File: config.mk
export PLATFORM = sky130hd
export DESIGN_NAME = ram_sync_param
export DESIGN_NICKNAME = d
export VERILOG_FILES = /design/src/rtl/ram_sync_param.sv
export SDC_FILE = /design/constraint.sdc
export NUM_CORES = 1
export LEC_CHECK = 0
export BUFFER_PORTS_ARGS = -buffer_cell sky130_fd_sc_hd__buf_2
export CAP_MARGIN = 5
export CORE_MARGIN = 1
export CORE_UTILIZATION = 65
export DETAILED_ROUTE_END_ITERATION = 16
export PLACE_DENSITY_LB_ADDON = 0.12
export SETUP_SLACK_MARGIN = 0.5
export SYNTH_ARGS = -nofsm -noshare
export SYNTH_HDL_FRONTEND = slang
export SYNTH_SLANG_ARGS = --single-unit
export TNS_END_PERCENT = 5
File: constraint.sdc
create_clock -name clk -period 4.5 [get_ports clk]
set_input_delay 0.675 -clock clk [delete_from_list [all_inputs] [get_ports clk]]
set_output_delay 0.675 -clock clk [all_outputs]
set_load 0.01 [all_outputs]
File: src/rtl/ram_sync_param.sv
// Parametrised single-port synchronous RAM with per-bit write mask, registered read,
// out-of-range flagging and a sweep engine that rewrites every word after reset or on request.
module ram_sync_param #(
    parameter int                 DATA_W    = 4,
    parameter int                 ADDR_W    = 4,
    parameter int                 DEPTH     = 16,
    parameter logic [DATA_W-1:0]  CLEAR_VAL = '0
) (
    input  logic              clk,
    input  logic              reset,
    input  logic [ADDR_W-1:0] addr,
    input  logic [DATA_W-1:0] datain,
    input  logic [DATA_W-1:0] wmask,
    input  logic              csn,
    input  logic              rwn,
    input  logic              clear_req,
    output logic [DATA_W-1:0] dataout,
    output logic              dout_valid,
    output logic              busy,
    output logic              err
);

    typedef enum logic {ST_CLEAR, ST_IDLE} state_t;

    // One extra bit so the bound still compares correctly when DEPTH == 2**ADDR_W.
    localparam logic [ADDR_W:0]   DEPTH_W  = (ADDR_W+1)'(DEPTH);
    localparam logic [ADDR_W-1:0] LAST_PTR = ADDR_W'(DEPTH-1);

    state_t            r_state;
    state_t            w_state_next;
    logic [ADDR_W-1:0] r_clr_ptr;
    logic [ADDR_W-1:0] w_clr_ptr_next;

    logic [DATA_W-1:0] r_mem [DEPTH];
    logic [DATA_W-1:0] r_dataout;
    logic              r_dout_valid;
    logic              r_err;

    logic              w_in_range;
    logic              w_access;
    logic              w_mem_we;
    logic [ADDR_W-1:0] w_mem_addr;
    logic [DATA_W-1:0] w_mem_data;
    logic [DATA_W-1:0] w_mem_mask;
    logic [DATA_W-1:0] w_bit_we;
    logic              w_rd_hit;
    logic              w_rd_oor;
    logic              w_dv_next;
    logic              w_err_next;

    assign w_in_range = ({1'b0, addr} < DEPTH_W);
    // A clear request in the same cycle wins over any access.
    assign w_access   = (r_state == ST_IDLE) && !clear_req && !csn;

    always_ff @(posedge clk) begin
        if (reset) begin
            r_state   <= ST_CLEAR;
            r_clr_ptr <= '0;
        end else begin
            r_state   <= w_state_next;
            r_clr_ptr <= w_clr_ptr_next;
        end
    end

    always_comb begin
        w_state_next   = r_state;
        w_clr_ptr_next = r_clr_ptr;
        case (r_state)
            ST_CLEAR: begin
                if (r_clr_ptr == LAST_PTR) begin
                    w_state_next   = ST_IDLE;
                    w_clr_ptr_next = '0;
                end else begin
                    w_clr_ptr_next = r_clr_ptr + 1'b1;
                end
            end
            ST_IDLE: begin
                if (clear_req) begin
                    w_state_next   = ST_CLEAR;
                    w_clr_ptr_next = '0;
                end
            end
            default: begin
                w_state_next   = ST_CLEAR;
                w_clr_ptr_next = '0;
            end
        endcase
    end

    always_comb begin
        w_mem_we   = 1'b0;
        w_mem_addr = r_clr_ptr;
        w_mem_data = CLEAR_VAL;
        w_mem_mask = '1;
        w_rd_hit   = 1'b0;
        w_rd_oor   = 1'b0;
        w_dv_next  = 1'b0;
        w_err_next = 1'b0;
        if (!reset) begin
            if (r_state == ST_CLEAR) begin
                w_mem_we = 1'b1;
            end else if (w_access) begin
                w_err_next = !w_in_range;
                if (rwn) begin
                    w_dv_next = 1'b1;
                    w_rd_hit  = w_in_range;
                    w_rd_oor  = !w_in_range;
                end else if (w_in_range) begin
                    w_mem_we   = 1'b1;
                    w_mem_addr = addr;
                    w_mem_data = datain;
                    w_mem_mask = wmask;
                end
            end
        end
    end

    generate
        for (genvar gi = 0; gi < DATA_W; gi++) begin : g_bit_we
            assign w_bit_we[gi] = w_mem_we & w_mem_mask[gi];
        end
    endgenerate

    always_ff @(posedge clk) begin
        for (int b = 0; b < DATA_W; b++) begin
            if (w_bit_we[b]) begin
                r_mem[w_mem_addr][b] <= w_mem_data[b];
            end
        end
    end

    // Read port sees the array before any same-edge write.
    always_ff @(posedge clk) begin
        if (reset) begin
            r_dataout    <= '0;
            r_dout_valid <= 1'b0;
            r_err        <= 1'b0;
        end else begin
            r_dout_valid <= w_dv_next;
            r_err        <= w_err_next;
            if (w_rd_hit) begin
                r_dataout <= r_mem[addr];
            end else if (w_rd_oor) begin
                r_dataout <= '0;
            end
        end
    end

    assign dataout    = r_dataout;
    assign dout_valid = r_dout_valid;
    assign err        = r_err;
    assign busy       = (r_state == ST_CLEAR);

endmodule

# After elaboration in Yosys (flattened, before gate mapping)
# Memories as Yosys holds them, arrays and structs flattened. A register that Yosys moved wholly into a read port is not among the register bits.
# Index checks and enable logic that the tools add are counted.
dict set report totals {
  reg_bits 6
  ramBits 64
  wordCells 50
  memories 1
}
dict set report op_classes {
  n_addsub 1
  n_eq_ne 2
  n_mux 34
  bitwise 5
  n_reduce_logical 4
}
# memory depth word_bits rd rd_ports_with_merged_regs write_ports line_no
set mem_list {}
lappend mem_list {r_mem 16 4 1 1 1 34} ;# logic [DATA_W-1:0] r_mem [DEPTH];
# operator count
set op_table {}
lappend op_table {{2-to-1 mux 4 bit} 14}
lappend op_table {{2-to-1 mux 1 bit} 18}
lappend op_table {{one-hot mux 4 bit (2 select lines)} 1}
lappend op_table {{adder 4 x 1 -> 4 bit, second input constant} 1}
lappend op_table {{bitwise AND 1 bit} 4}
lappend op_table {{== test 4 bit, second input constant} 1}
lappend op_table {{logical AND 1 bit} 2}
lappend op_table {{logical NOT 1 bit} 2}
lappend op_table {{inequality test 2 bit, second input constant} 1}
lappend op_table {{one-hot mux 1 bit (2 select lines)} 1}
lappend op_table {{NOT 1 bit} 1}

# Logic depth before layout (Yosys ltp)
# Gate-level depths: netlist of the first run.
dict set report depth {
  depth_word 9
  mapped_depth 7
  mapped_depth_nobuf 5
}

# Least setup slack after synthesis of the first run
# No wires, ideal clock.
dict set report synth_timing {
  path_type {in2reg}
  start {in addr[1]}
  end {mem r_mem[3][0] (enable)}
  arrival_time_ns 1.772
  required_time_ns 4.201
  path_slack_ns 2.430
  cell_stages 6
  path_buffers 2
  cell_sequence {buf_4 -> clkbuf_1 -> nand2_1 -> nor3_1 -> o21bai_1 -> nor2_1}
}
dict set report synth_between {
  elab_chain_cells 4
}
# item line_no
set synth_lines {}
lappend synth_lines {{start: declaration} 11} ;# input logic [ADDR_W-1:0] addr,
lappend synth_lines {{2-to-1 mux 4 bit} 104} ;# if (rwn) begin
lappend synth_lines {{2-to-1 mux 4 bit} 102} ;# end else if (w_access) begin
lappend synth_lines {{2-to-1 mux 4 bit} 100} ;# if (r_state == ST_CLEAR) begin
lappend synth_lines {{2-to-1 mux 4 bit} 99} ;# if (!reset) begin
lappend synth_lines {{end: declaration} 34}
# No other way between the ends.

# Final worst setup path of the first run
dict set report layout_timing {
  start {reg r_state}
  end {mem r_mem[0][0] (enable)}
}
dict set report layout_between {
  elab_chain_cells 8
}
# item line_no
set layout_lines {}
lappend layout_lines {{start: declaration} 29} ;# state_t r_state;
lappend layout_lines {{start signal: assignment} 60} ;# r_state <= w_state_next;
lappend layout_lines {{logical AND 1 bit (2 in series)} 53} ;# assign w_access = (r_state == ST_IDLE) && !clear_req && !csn;
lappend layout_lines {{2-to-1 mux 1 bit or 2-to-1 mux 4 bit (tied branches)} 102}
lappend layout_lines {{2-to-1 mux 1 bit or 2-to-1 mux 4 bit (tied branches)} 100}
lappend layout_lines {{2-to-1 mux 1 bit or 2-to-1 mux 4 bit (tied branches)} 99}
lappend layout_lines {{bitwise AND 1 bit} 120} ;# assign w_bit_we[gi] = w_mem_we & w_mem_mask[gi];
lappend layout_lines {{2-to-1 mux 1 bit} 126} ;# if (w_bit_we[b]) begin
lappend layout_lines {{2-to-1 mux 1 bit (not written as such)} 127} ;# r_mem[w_mem_addr][b] <= w_mem_data[b];
# Parallel ways exist; a longest one is shown, timed or not.

==> impl_metrics.csv, run 1 <==
group,metric,value,unit
run_status,status,"finished, final reports clean",
pwr,power.density,359,nW/um^2
floorplan,io-pin-count,24,
clock_network,numCtsBuffers,9,
sta,finalHoldViolations,0,
global_route,use_met2,0.468,
global_route,grt_pass1_vias,2321,
synthesis,syn-cell-area,3580,um^2
sta,max_freq,0.419,GHz
synthesis,ys_seq_area_frac,0.592,
critical_path,path_class,"reg2reg",
critical_path,cpPeakStageDelay,0.65,ns
sta,setup_violations,0,
clock_network,hold_buffers,0,
global_route,grt_overflow_total,0,
synthesis,yosysTopAreaCellShare,0.536,
sta,fin_skew,0.00573,ns
floorplan,num_rows,26,
clock_network,clk_path_buf_depth,2,
sta,rsz0062_at_grt,"no",
sta,fin_crit,2.39,ns
cells_and_area,fillCellCount,366,
detailed_routing,wl_per_cell,20.7,um
cells_and_area,fin_util,0.743,
clock_network,clk_latency,0.34,ns
floorplan,core-area,5200,um^2
critical_path,path_cells,"nor3b_4 > a211oi_1 > a21oi_2 > nor3_1",
sta,period_share,0.530,
synthesis,yosysTopAreaCell,"edfxtp_1",
pwr,leakage,1.41,nW
cells_and_area,postLayoutCellArea,3860,um^2
hold_path,hp-start,"dataout[2]$_SDFFE_PP0P_",
run,cap_violations,0,
critical_path,critPathArrivalTime,2.45,ns
clock_network,htree_levels,3,
clock_network,path_clk_slew,0.07,ns
cells_and_area,final_net_count,309,
critical_path,reg2reg_from,"r_state$_SDFF_PP0_",
placed_design,dp_hpwl,4980,um
critical_path,critPathSlowestCell,"a21oi_2",
global_route,grt.total_usage,0.285,
cells_and_area,antenna_cells,0,
detailed_routing,detail_route.iter0.violations,224,
placed_design,place_area,3650,um^2
placed_design,io_buffers,22,
synthesis,syn_avg_cell_area,12.8,um^2
sta,tightest_slew,1.00,ns
cells_and_area,final_common_cell,"edfxtp_1",
synthesis,yosys-top-cells-area,"edfxtp_1, mux4_2, nor3_1, dfxtp_1, nor2_1",
synthesis,netlist_instances,280,
detailed_routing,viasPerCell,6.46,
global_route,grt_max_degree,21,
synthesis,ys_ff_latch,74,
sta,setup_tns,0,ns
critical_path,path_buf_inv,0,
clock_network,cts_tree,"done",
clock_network,cts_resized,0,
pwr,ir_worst_vdd,0.301,mV
synthesis,ys_warn_count,0,
sta,slew_headroom,0.331,
clock_network,cts_setup_buffers,0,
critical_path,cp-end-kind,"register",
sta,drv_slew,0,
hold_path,hp-class,"reg2reg",
global_route,top_usage_layer,"met2",
critical_path,startpoint,"r_state$_SDFF_PP0_",
global_route,grt_use_met3,0.0443,
synthesis,synth.distinct_cells,38,
critical_path,cp.required,4.57,ns
sta,worst_slack,2.11,ns
cells_and_area,final_cell_mix,"edfxtp_1, nor3_1, nor2_1",
cells_and_area,area_growth,7.86,%
floorplan,die_y,76.3,um
pwr,power,1.39,mW
clock_network,cts_sinks,74,
critical_path,crit_fanout,16,
floorplan,die-area,5810,um^2
detailed_routing,ant_nets,0,
floorplan,die_w,76.3,um
detailed_routing,first_pass_iters,5,
detailed_routing,drc,0,
clock_network,root_buffer,"clkbuf_8",
global_route,grt_antenna_before_repair,0,
global_route,grt_pass1_wl,12000,um
synthesis,syn_nets,298,
placed_design,place.gp.congestion,0.810,
placed_design,dp_slack,1.73,ns
global_route,use_met1,0.374,
floorplan,initial_core_util,0.688,
critical_path,cp_top_family,"compound AO/OA/AOI/OAI gates",
cells_and_area,drive_gt1_frac,0.213,
detailed_routing,drt_wl_total,7570,um
critical_path,start_kind,"register",
detailed_routing,num_vias,2366,
[layer usage]
layer,wire length (um),share of wire,vias up
li1,-,-,1090
met1,3090,0.41,1173
met5,0,0,-
met4,204,0.027,0
met3,513,0.068,17
met2,3760,0.50,86
[synthesized netlist by cell type]
cell       instances
mux4_2            16
edfxtp_1          64
clkbuf_1           8
nand2b_1           5
buf_4              3
nor3b_4            1
nor3_1            41
nand2_1           13
conb_1             1
buf_6              3
nand3b_1           1
a211oi_1           4
a31oi_1            3
nor4_2             1
a21oi_2            6
nand3_1            5
nor2_8             1
buf_2              8
o211ai_1           1
nor4b_1            4
clkinv_1           2
dfxtp_1           10
nor2_1            30
nand4_1            1
or2_2              1
a311oi_1           1
or3b_4             1
and3_1             5
inv_1              1
a21o_1             1
and2_1             2
a21oi_1           11
nor2b_1            6
o21bai_1           8
o2111ai_1          4
o21ai_0            2
ha_1               1
mux2i_1            4
[flip-flops by register name, summed over array words and instances, names as in the netlist]
name / flops
r_mem: 64
dataout: 4
r_clr_ptr: 4
dout_valid: 1
r_state: 1
[worst paths after layout]
check | end | depth (start not counted) | slack, ns
worst min-delay path | dataout[2]$_SDFFE_PP0P_ | 2 | 0.47
worst max-delay path | r_mem[0][0]$_DFFE_PP_ | 4 | 2.11
worst max register to register | r_mem[0][0]$_DFFE_PP_ | 4 | 2.11
worst min register to register | dataout[2]$_SDFFE_PP0P_ | 2 | 0.47
[final cells by class]
type                       count  area, um^2  area share
clock buffer                  11         131      0.0340
timing repair buffer          22         110      0.0285
inverter                       3        11.3     0.00291
multi-input combinational    181        1320       0.343
tap                           70        87.6      0.0227
clock inverter                 5        78.8      0.0204
sequential                    74        2120       0.549
[power breakdown]
group	switching (mW)	internal [mW]	leakage, nW
clock network	0.230	0.312	0.107
logic	0.0666	0.0325	0.508
registers	0.00615	0.742	0.790
[cells by family (layout without fill, tap and decap cells)]
group / count (synthesis) / after routing / synth area share
mux: 20 / 20 / 0.112
compound gates: 41 / 41 / 0.0796
buf+inv: 25 / 41 / 0.0384
other cells: 1 / 1 / 0.00105
fa+ha+maj: 1 / 1 / 0.00349
simple gates: 118 / 118 / 0.174
flops: 74 / 74 / 0.592
[worst min-delay path: cells and delay by family (launching register included)]
family	cells	cell delay, ns
flip-flops	1	0.32
AO/OA/AOI/OAI	1	0.06
AND/OR/NAND/NOR	1	0.06
[through the flow]
step                std cells  hold WS, ns
finish                    366        0.475
global placement          350        0.443
CTS                       366        0.481
detailed placement        350        0.462
floorplan                 280        0.505
global route              366        0.520
Power figures use the tool's default switching activity.
==> run 2: changes to the inputs <==
--- a/config.mk
+++ b/config.mk
@@ -5,10 +5,11 @@
 export SDC_FILE = /design/constraint.sdc
 export NUM_CORES = 1
 export LEC_CHECK = 0
+export ABC_AREA = 1
 export BUFFER_PORTS_ARGS = -buffer_cell sky130_fd_sc_hd__buf_2
 export CAP_MARGIN = 5
 export CORE_MARGIN = 1
-export CORE_UTILIZATION = 65
+export CORE_UTILIZATION = 60
 export DETAILED_ROUTE_END_ITERATION = 16
 export PLACE_DENSITY_LB_ADDON = 0.12
 export SETUP_SLACK_MARGIN = 0.5
==> constraint.sdc (replaced) <==
create_clock -name clk -period 2.51 [get_ports clk]
set_input_delay 0.3765 -clock clk [delete_from_list [all_inputs] [get_ports clk]]
set_output_delay 0.3765 -clock clk [all_outputs]
set_load 0.01 [all_outputs]
==> run 2 against run 1 <==
- worst setup slack worse by 1.4 ns
- critical path depth grew 4
- clock power increased by 100%
- wire length up 13%
- clock-buffer cell count stayed put
- first-iteration DRC count is 5.8% higher
- total power up 91%
- maximum frequency rose by 31%
- worst hold slack got worse by 0.24 ns
- cell area rose by 7.9%
==> impl_metrics.csv, run 2 <==
group,metric,value,unit
run_status,status,"finished, final reports clean",
sta,hold_ws,0.238,ns
detailed_routing,first_pass_iters,5,
cells_and_area,area_growth,11.7,%
synthesis,yosysTopAreaCellShare,0.515,
cells_and_area,largest_reg_flops,64,
pwr,power,2.66,mW
cells_and_area,drive_gt1_frac,0.161,
detailed_routing,wl_per_cell,15.8,um
cells_and_area,final_common_cell,"nand2_1",
cells_and_area,regMostFlops,"r_mem",
critical_path,r2r_end,"r_mem[2][0]$_DFFE_PP_",
hold_path,min_path_cells,2,
synthesis,synth_top_cells_by_count,"nand2_1, nor2_1, edfxtp_1",
cells_and_area,final_cell_mix,"nand2_1, nor2_1, edfxtp_1",
synthesis,syn_nets,452,
detailed_routing,viasPerCell,5.30,
global_route,grt.total_usage,0.290,
floorplan,die_y,80.9,um
synthesis,yosys-top-cells-area,"edfxtp_1, nand2_1, nor2_1, nand3_1, dfxtp_1",
sta,fin_crit,1.82,ns
clock_network,path_clk_slew,0.07,ns
sta,rsz0062_at_grt,"no",
critical_path,r2r_cells,8,
synthesis,netlist_instances,434,
synthesis,ys_async_sr_fraction,0,
synthesis,ys_seq_area_frac,0.569,
sta,fin_skew,0.00917,ns
placed_design,io_buffers,22,
synthesis,ys_ff_latch,74,
floorplan,initial_core_util,0.627,
clock_network,cts_tree,"done",
hold_path,hp-start,"reset",
run,cap_violations,0,
placed_design,dp_slack,0.485,ns
critical_path,start_kind,"register",
cells_and_area,fin_cells,541,
clock_network,cts_resized,0,
placed_design,dpl.cell_count,525,
cells_and_area,postLayoutCellArea,4170,um^2
global_route,grt_max_degree,34,
critical_path,cp-end-kind,"register",
global_route,grt_pass1_wl,13400,um
floorplan,core-area,5960,um^2
synthesis,synth_most_common_cell,"nand2_1",
clock_network,clk_latency,0.35,ns
cells_and_area,antenna_cells,0,
clock_network,numCtsBuffers,9,
detailed_routing,num_vias,2868,
synthesis,synth.distinct_cells,27,
hold_path,hp-class,"in2reg",
floorplan,die-area,6540,um^2
detailed_routing,drc,0,
critical_path,critPathArrivalTime,1.88,ns
synthesis,syn_avg_cell_area,8.60,um^2
hold_path,hold_path_end,"r_clr_ptr[3]$_SDFFE_PP0P_",
synthesis,synth_edf_count,64,
clock_network,cts_sinks,74,
critical_path,crit_fanout,16,
detailed_routing,ant_nets,0,
synthesis,ys_warn_count,0,
floorplan,die_w,80.9,um
cells_and_area,fin_util,0.700,
floorplan,num_rows,28,
critical_path,cp.required,2.57,ns
global_route,grt_overflow_total,0,
clock_network,htree_levels,3,
pwr,leakage,1.92,nW
clock_network,clk_path_buf_depth,2,
synthesis,synth_ff_type,"edfxtp_1",
placed_design,dp_hpwl,5720,um
sta,tightest_slew,0.650,ns
critical_path,reg2reg_from,"r_state$_SDFF_PP0_",
sta,setup_violations,0,
sta,drv_slew,0,
global_route,grt_pass1_vias,2726,
placed_design,place_area,3940,um^2
pwr,power.density,637,nW/um^2
critical_path,rrSetupSlack,0.69,ns
sta,finalHoldViolations,0,
detailed_routing,drt_wl_total,8540,um
sta,worst_slack,0.691,ns
clock_network,hold_buffers,0,
sta,max_freq,0.550,GHz
placed_design,place.gp.congestion,0.817,
clock_network,root_buffer,"clkbuf_8",
sta,setup_tns,0,ns
sta,period_share,0.725,
clock_network,cts_setup_buffers,0,
sta,slew_headroom,0.566,
synthesis,syn-cell-area,3730,um^2
critical_path,path_class,"reg2reg",
pwr,ir_worst_vdd,0.423,mV
detailed_routing,detail_route.iter0.violations,237,
cells_and_area,final_net_count,479,
synthesis,yosysTopAreaCell,"edfxtp_1",
global_route,grt_antenna_before_repair,0,
floorplan,io-pin-count,24,
-- run 2: cell types whose count changed after synthesis, sizes merged, moves of 5 or more --
cell	previous run	this run
nand2	13	135
inv	1	56
nor2	31	79
nand3	5	51
nor3	41	0
mux4	16	0
a21oi	17	4
o21bai	8	1
nor2b	6	0
o21ai	2	8
and3	5	0
nand2b	5	0
-- run 2: power by group --
group          leakage [nW]  total [mW]  switching, mW  internal [mW]
registers             0.565        1.35        0.00840           1.34
clock network         0.115        1.09          0.434          0.660
logic                  1.24       0.218          0.156         0.0624
total                  1.92        2.66          0.599           2.06
-- run 2: worst max-delay path by stage --
stage	start	end
2_1_floorplan	clear_req	r_mem[14][1]$_DFFE_PP_
6_report	r_state$_SDFF_PP0_	r_mem[2][0]$_DFFE_PP_
3_5_place_dp	clear_req	r_mem[15][2]$_DFFE_PP_
3_3_place_gp	clear_req	r_mem[13][0]$_DFFE_PP_
5_1_grt	r_state$_SDFF_PP0_	r_mem[8][3]$_DFFE_PP_
4_1_cts	r_state$_SDFF_PP0_	r_mem[15][2]$_DFFE_PP_
-- run 2: worst max-delay path: stages (launching register included) --
cell and delay (ns):
dfxtp_1 0.35, nand2_2 0.10, nor2_8 0.13, nand2_4 0.15, o21ai_4 0.25, inv_2 0.10, nor2_4 0.18, nand2_2 0.13
nor2_1 0.14
-- run 2: area by class of cell --
cell class / count / area [um^2]
multi-input cells: 285 / 1310
flip-flops and latches: 74 / 2120
clock inverters: 5 / 103
well taps: 75 / 93.8
repair buffers: 33 / 193
fillers: 495 / 1790
inverters: 58 / 218
clock buffers: 11 / 131
-- run 2: logic make-up (layout without fill, tap and decap cells) --
kind of cell	Yosys count	in the layout	synth area share
buf+inv	75	107	0.0805
flops	74	74	0.569
fa+ha+maj	1	1	0.00335
simple gates	265	265	0.310
other cells	1	1	0.00100
compound gates	17	17	0.0342
xor+xnor	1	1	0.00235
-- run 2: metal layers --
layer	part of all wire	GRT usage	wire length, um	vias to the layer above
met1	0.41	0.356	3490	1327
met4	0.019	0.127	166	0
met2	0.50	0.478	4270	100
met5	0	0	0	-
met3	0.072	0.0775	613	20
li1	-	-	-	1421
